**config.mk**
```make
export PLATFORM = sky130hd
export DESIGN_NAME = anneal_sequencer
export DESIGN_NICKNAME = d
export VERILOG_FILES = /design/src/rtl/replica_pkg.sv /design/src/rtl/anneal_sequencer_phase_timer.sv /design/src/rtl/anneal_sequencer.sv
export SDC_FILE = /design/constraint.sdc
export NUM_CORES = 1
export LEC_CHECK = 0
export ABC_CLOCK_PERIOD_IN_PS = 5200
export CAP_MARGIN = 30
export CORE_ASPECT_RATIO = 0.7
export CORE_MARGIN = 2
export CORE_UTILIZATION = 45
export CTS_BUF_LIST = sky130_fd_sc_hd__clkbuf_8
export DETAILED_ROUTE_END_ITERATION = 7
export PLACE_DENSITY = 0.72
export SYNTH_ARGS = -nofsm -noshare
export SYNTH_HDL_FRONTEND = slang
export SYNTH_SLANG_ARGS = --single-unit
export TNS_END_PERCENT = 50
```
**constraint.sdc**
```tcl
create_clock -name clk -period 5.2 [get_ports clk]
set_input_delay 0.78 -clock clk [delete_from_list [all_inputs] [get_ports clk]]
set_output_delay 0.78 -clock clk [all_outputs]
set_load 0.005 [all_outputs]
```
**src/rtl/replica_pkg.sv**
```systemverilog
// Shared types for the replica node array command path: the distance
// command bundle, the sequencer state encoding, the phase counter width and
// the two helpers that describe the phase order and phase lengths.
package replica_pkg;

    localparam int PHASE_CNT_W = 8;

    typedef logic [PHASE_CNT_W-1:0] phase_cnt_t;

    typedef struct packed {
        logic init;
        logic run;
    } distance_command_t;

    typedef enum logic [3:0] {
        IDLE,
        RAND,
        OR_DIST,
        OR_EXP,
        OR_METRO,
        OR_REPL,
        OR_EXCH,
        TW_DIST,
        TW_EXP,
        TW_METRO,
        TW_REPL,
        TW_EXCH,
        NEXT
    } seq_state_t;

    // Fixed phase order within one iteration. NEXT and IDLE are resolved by
    // the sequencer itself because their successor depends on run status.
    function automatic seq_state_t seq_next(input seq_state_t s);
        seq_state_t n;
        n = IDLE;
        case (s)
            RAND:     n = OR_DIST;
            OR_DIST:  n = OR_EXP;
            OR_EXP:   n = OR_METRO;
            OR_METRO: n = OR_REPL;
            OR_REPL:  n = OR_EXCH;
            OR_EXCH:  n = TW_DIST;
            TW_DIST:  n = TW_EXP;
            TW_EXP:   n = TW_METRO;
            TW_METRO: n = TW_REPL;
            TW_REPL:  n = TW_EXCH;
            TW_EXCH:  n = NEXT;
            default:  n = IDLE;
        endcase
        return n;
    endfunction

    // Phase length minus one, the value loaded into the phase timer on entry.
    // RAND takes two cycles: a lead-in cycle, then the random_run strobe.
    function automatic phase_cnt_t phase_len_m1(input seq_state_t  s,
                                                input int unsigned dist_cyc,
                                                input int unsigned exp_cyc,
                                                input int unsigned exch_cyc);
        phase_cnt_t v;
        v = '0;
        case (s)
            RAND:             v = phase_cnt_t'(1);
            OR_DIST, TW_DIST: v = phase_cnt_t'(dist_cyc - 1);
            OR_EXP,  TW_EXP:  v = phase_cnt_t'(exp_cyc - 1);
            OR_EXCH, TW_EXCH: v = phase_cnt_t'(exch_cyc - 1);
            default:          v = '0;
        endcase
        return v;
    endfunction

endpackage

```
**src/rtl/anneal_sequencer_phase_timer.sv**
```systemverilog
// phase_timer: loadable down-counter shared by every sequencer phase.
// Loaded with (length - 1) on phase entry; expire is high while it reads 0.
module phase_timer
    import replica_pkg::*;
(
    input  logic       clk,
    input  logic       reset,
    input  logic       load,
    input  phase_cnt_t value,
    output logic       expire
);

    phase_cnt_t count;

    // Count down to zero and hold there until the next load.
    always_ff @(posedge clk) begin
        // NOTE: non-blocking assignments in clocked blocks so every register
        // updates from pre-edge values, independent of statement order.
        if (reset) begin
            count <= '0;
        end else if (load) begin
            count <= value;
        end else if (count != '0) begin
            count <= count - phase_cnt_t'(1);
        end
    end

    assign expire = (count == '0);

endmodule

```
**src/rtl/anneal_sequencer.sv**
```systemverilog
// anneal_sequencer: command generator for the replica node array. Steps one
// annealing iteration at a time (random draw, or-opt half, two-opt half),
// drives the broadcast strobes, flips exchange_bank each iteration and
// reports progress. All outputs are registered.
// Optional feature macro: REPLICA_INTERVAL_EN (replica test only every
// 2^replica_interval iterations); default build runs it every iteration.
module anneal_sequencer
    import replica_pkg::*;
#(
    parameter int unsigned DIST_CYC = 4,
    parameter int unsigned EXP_CYC  = 3,
    parameter int unsigned EXCH_CYC = 2
) (
    input  logic              clk,
    input  logic              reset,
    input  logic              start,
    input  logic              stop,
    input  logic [31:0]       iter_num,
    input  logic [3:0]        replica_interval,
    output logic              busy,
    output logic              done,
    output logic [31:0]       iter_cnt,
    output logic              random_run,
    output distance_command_t or_distance_com,
    output logic              or_metropolis_run,
    output logic              or_replica_run,
    output logic              or_exchange_run,
    output distance_command_t tw_distance_com,
    output logic              tw_metropolis_run,
    output logic              tw_replica_run,
    output logic              tw_exchange_run,
    output logic              exchange_bank,
    output logic              exp_init,
    output logic              exp_run
);

    seq_state_t state;
    seq_state_t next_state;
    logic       timer_load;
    phase_cnt_t timer_value;
    logic       timer_expire;
    logic       stop_pend;
    logic       repl_en;
    logic       last_iter;

    phase_timer u_phase_timer (
        .clk    (clk),
        .reset  (reset),
        .load   (timer_load),
        .value  (timer_value),
        .expire (timer_expire)
    );

`ifdef REPLICA_INTERVAL_EN
    logic [31:0] repl_mask;
    assign repl_mask = (32'd1 << replica_interval) - 32'd1;
    assign repl_en   = ((iter_cnt & repl_mask) == 32'd0);
`else
    logic unused_replica_interval;
    assign unused_replica_interval = ^replica_interval;
    assign repl_en = 1'b1;
`endif

    assign last_iter   = ((iter_cnt + 32'd1) == iter_num);
    assign timer_value = phase_len_m1(next_state, DIST_CYC, EXP_CYC, EXCH_CYC);

    // Next phase and timer load: advance when the shared timer expires.
    always_comb begin
        // NOTE: every variable gets a default before the case so no path
        // through this block leaves it unassigned (which would infer a latch).
        next_state = state;
        timer_load = 1'b0;
        case (state)
            IDLE: begin
                if (start && (iter_num != 32'd0)) begin
                    next_state = RAND;
                    timer_load = 1'b1;
                end
            end
            NEXT: begin
                // done was decided on entry to NEXT; it selects the exit.
                next_state = done ? IDLE : RAND;
                timer_load = !done;
            end
            default: begin
                if (timer_expire) begin
                    next_state = seq_next(state);
                    timer_load = 1'b1;
                end
            end
        endcase
    end

    // State, run bookkeeping and strobes, all registered from next_state so
    // each strobe lines up exactly with the phase it belongs to.
    always_ff @(posedge clk) begin
        if (reset) begin
            state             <= IDLE;
            busy              <= 1'b0;
            done              <= 1'b0;
            iter_cnt          <= '0;
            stop_pend         <= 1'b0;
            exchange_bank     <= 1'b0;
            exp_init          <= 1'b0;
            exp_run           <= 1'b0;
            random_run        <= 1'b0;
            or_distance_com   <= '0;
            or_metropolis_run <= 1'b0;
            or_replica_run    <= 1'b0;
            or_exchange_run   <= 1'b0;
            tw_distance_com   <= '0;
            tw_metropolis_run <= 1'b0;
            tw_replica_run    <= 1'b0;
            tw_exchange_run   <= 1'b0;
        end else begin
            state    <= next_state;
            exp_init <= 1'b0;
            done     <= 1'b0;

            // A stop is remembered until the run ends; a stop sampled on the
            // edge into NEXT is seen directly by the end-of-run test below.
            if (next_state == IDLE) begin
                stop_pend <= 1'b0;
            end else if (stop && (state != IDLE)) begin
                stop_pend <= 1'b1;
            end

            // Start is only accepted while idle.
            if ((state == IDLE) && start) begin
                iter_cnt <= '0;
                if (iter_num == 32'd0) begin
                    done <= 1'b1;
                end else begin
                    busy     <= 1'b1;
                    exp_init <= 1'b1;
                end
            end

            // Entering NEXT closes an iteration.
            if ((state == TW_EXCH) && timer_expire) begin
                iter_cnt      <= iter_cnt + 32'd1;
                exchange_bank <= ~exchange_bank;
                if (last_iter || stop_pend || stop) begin
                    done <= 1'b1;
                    busy <= 1'b0;
                end
            end

            // RAND strobes on its second cycle only (not the entry cycle).
            random_run           <= (next_state == RAND) && !timer_load;
            or_distance_com.run  <= (next_state == OR_DIST);
            or_distance_com.init <= (next_state == OR_DIST) && timer_load;
            tw_distance_com.run  <= (next_state == TW_DIST);
            tw_distance_com.init <= (next_state == TW_DIST) && timer_load;
            exp_run              <= (next_state == OR_EXP) || (next_state == TW_EXP);
            or_metropolis_run    <= (next_state == OR_METRO);
            tw_metropolis_run    <= (next_state == TW_METRO);
            or_replica_run       <= (next_state == OR_REPL) && repl_en;
            tw_replica_run       <= (next_state == TW_REPL) && repl_en;
            or_exchange_run      <= (next_state == OR_EXCH);
            tw_exchange_run      <= (next_state == TW_EXCH);
        end
    end

endmodule

```
==> run summary <==
Total Power - 1.87 mW
Period utilization - 0.666
Remaining DRCs - 0
Initial antenna violation count - 0
Syn Nets - 593
Clock Skew - 17.0 ps
Max Clock Freq - 0.289 GHz
WL final - 12.9 mm
Period minus WS final - 3460 ps
Mapped Cells - 548
Post-synthesis mux area share - 0.0125
Die W - 118 µm
Number of routed nets with antenna violations - 0
Switching Fraction - 0.381
Detailed Routing Iterations Pass 1 - 5
Register area - 1300 µm²
# rows - 29
Total Nets Final - 662
Detailed Place HPWL - 9.50 mm
HP Start - iter_cnt[30]
Hold Fails Final Rpt - 0
RSZ-0062 raised after global routing - false
Largest area contributor in the netlist - dfxtp_1
Synth-to-Final Area Change - 27.3%
Placeable Area - 8960 µm²
Hold crit path type - flip-flop to flip-flop
Longest Clk Path Bufs - 2
Hold buffers post-CTS - 0
Mean Syn Cell Area - 7.51 µm²
PD cells - 358 nW/µm²
Most frequent cells in the layout - 82 x clkdlybuf4s50_1, 79 x nor2_1, 65 x dfxtp_1
Asr flop ratio synth - 0
Netlist cell types - 58
Post-CTS Setup Bufs - 0
CTS tree - yes
R2R Path Start - iter_cnt[0]
Switching pwr - 713 µW
CP Launch Type - flip-flop
# setup viols final - 0
Clock root cell - clkbuf_8
Compound-Gate Fraction of Synth Area - 0.145
Max_slew headroom - 0.334
Overflow after GRT - 0
CTS Buf Count - 9
RR Endpoint - busy
Crit path capture type - flip-flop
Post-synth top area share - 0.316
Fin. max-slew vios - 0
Die ar. - 9930 µm²
Resized Gates After CTS - 0
Via count - 4,373
Status - finished clean
Largest net degree at the start of global routing - 51
Ports - 88
Worst-Skew Late Latency - 370 ps
DRT met1 WL - 6.12 mm
Worst Path Required - 5410 ps
# H-tree levels - 3
Synth Area in Adders - 0.0152
Seq cells post-synth - 65
Top Layer Used - met4
Die Y - 84.0 µm
DR vias/cell - 5.86
Sequential power share - 0.326
Port buffer count - 83
Worst EP arrival - 3670 ps
Hold depth - 2
Layout cells sized above 1 - 0.0627
Reg2reg path depth - 8
Gr usage total - 0.263
Sinks on Clock Net - 65
Area of the multi-input gates - 2660 µm²
Largest family of logic cells by synthesized area - simple AND/OR/NAND/NOR gates
Initial DRC Count - 471
Power Internal - 1.16 mW
Vias in the first global route - 4,003
Max cap viols - 0
Post-Synth XOR/XNOR Area - 0.113
CP max FO - 8
GP Congestion - 0.943
Starting density of the core - 0.459
Simple-gate share of the synthesized area - 0.362
Main area contributors after synthesis - dfxtp_1 32%, xnor2_1 8.3%, nor2_1 7.2%
Setup_tns - 0 ps
Critical path class - flip-flop to flip-flop
Met2 Wirelength - 5.25 mm
Clk slew on worst S/H paths - 90 ps
Post-Syn Area - 4110 µm²
Ys Warns - 0
Most used DFF post-synth - dfxtp_1
Sequential cell area fraction in the yosys report - 0.316
Worst slew pin tran - 999 ps
Worst IR Drop VDD - 0.292 mV
EDFF count, synth - 0
Per-cell routed wire length - 17.3 µm
Worst Hold Path EP - iter_cnt[30]
Clock Power Share - 0.289
Most common library cell in the layout ignoring fill and taps - clkdlybuf4s50_1
Fill cell count - 864
Leak pwr - 1.82 nW
DR WL met3 - 1.33 mm
Diode count - 0
First-pass GRT wire length - 20.6 mm
R2r setup slk - 1740 ps
Gate power share - 0.385
[synth_stat cells (7+ instances only)]
cell / n
or3_1: 8
dfxtp_1: 65
buf_2: 8
inv_1: 7
and3_1: 12
nor3_1: 23
nand3_1: 29
o21ai_0: 28
nor2_1: 79
clkbuf_1: 18
nand2_1: 61
xor2_1: 14
a21oi_1: 38
xnor2_1: 39
nand4_1: 12
nor4_1: 14
[critical path, cell delays in order (launching register included)]
cell	delay, ps
dfxtp_1	510
ha_1	370
nand2_1	210
nor4b_1	710
xnor2_1	220
nand4_1	110
or4_1	570
or4_4	460
nor4b_4	150
[worst max path at each step]
| stage | startpoint | endpoint | slack, ps | cells after the start |
|---|---|---|---|---|
| 6_report | iter_cnt[0] | busy | 1740 | 8 |
| 5_1_grt | u_phase_timer.count[2] | iter_cnt[21] | 1490 | 7 |
| 4_1_cts | u_phase_timer.count[2] | iter_cnt[21] | 1830 | 7 |
| 3_5_place_dp | iter_num[1] | flip-flop | 1590 | 11 |
| 3_3_place_gp | iter_num[1] | flip-flop | 1680 | 11 |
| 2_1_floorplan | iter_cnt[0] | busy | 2360 | 9 |
[flip-flops by register name (all words and copies together), names as in the netlist, 2 cells and up, named ones only]
name	flops
u_phase_timer.count	8
or_distance_com	2
iter_cnt	32
tw_distance_com	2
state	4
[area by class of cell]
| type | instances | area share |
|---|---|---|
| Tap cell | 124 | 0.0296 |
| Sequential cell | 65 | 0.248 |
| Inverter | 9 | 0.00645 |
| Multi-Input combinational cell | 447 | 0.509 |
| Timing Repair Buffer | 85 | 0.161 |
| Clock inverter | 7 | 0.0227 |
| Clock buffer | 9 | 0.0237 |
[power groups by stage]
| stage | registers (mW) | logic (mW) | clock network [mW] |
|---|---|---|---|
| finish | 0.610 | 0.721 | 0.542 |
| global route | 0.618 | 0.797 | 0.569 |
| CTS | 0.609 | 0.712 | 0.550 |
| detailed placement | 0.619 | 0.707 | 0 |
| global placement | 0.616 | 0.683 | 0 |
| floorplan | 0.606 | 0.514 | 0 |
[metal layers]
metal | up-vias | GRT usage
met5 | - | 0
met4 | 0 | 0.0800
met3 | 20 | 0.0751
met2 | 217 | 0.363
met1 | 2049 | 0.388
li1 | 2087 | -
[through the flow]
stage | setup WS [ps] | std cells | util | area (µm²) | hold WS (ps)
after floorplan | 2360 | 548 | - | 4110 | 481
after global placement | 1680 | 730 | 0.557 | 4990 | 497
after detailed placement | 1590 | 730 | 0.557 | 4990 | 505
after CTS | 1830 | 746 | 0.584 | 5240 | 522
after global routing | 1490 | 746 | 0.584 | 5240 | 561
final | 1740 | 746 | 0.584 | 5240 | 521
[cell families after synthesis]
logic type      after synthesis
fa+ha+maj                     5
buf+inv                      36
simple gates                285
compound gates               99
flops                        65
mux                           5
xor+xnor                     53
No activity file was read; power rests on OpenSTA's default activity.
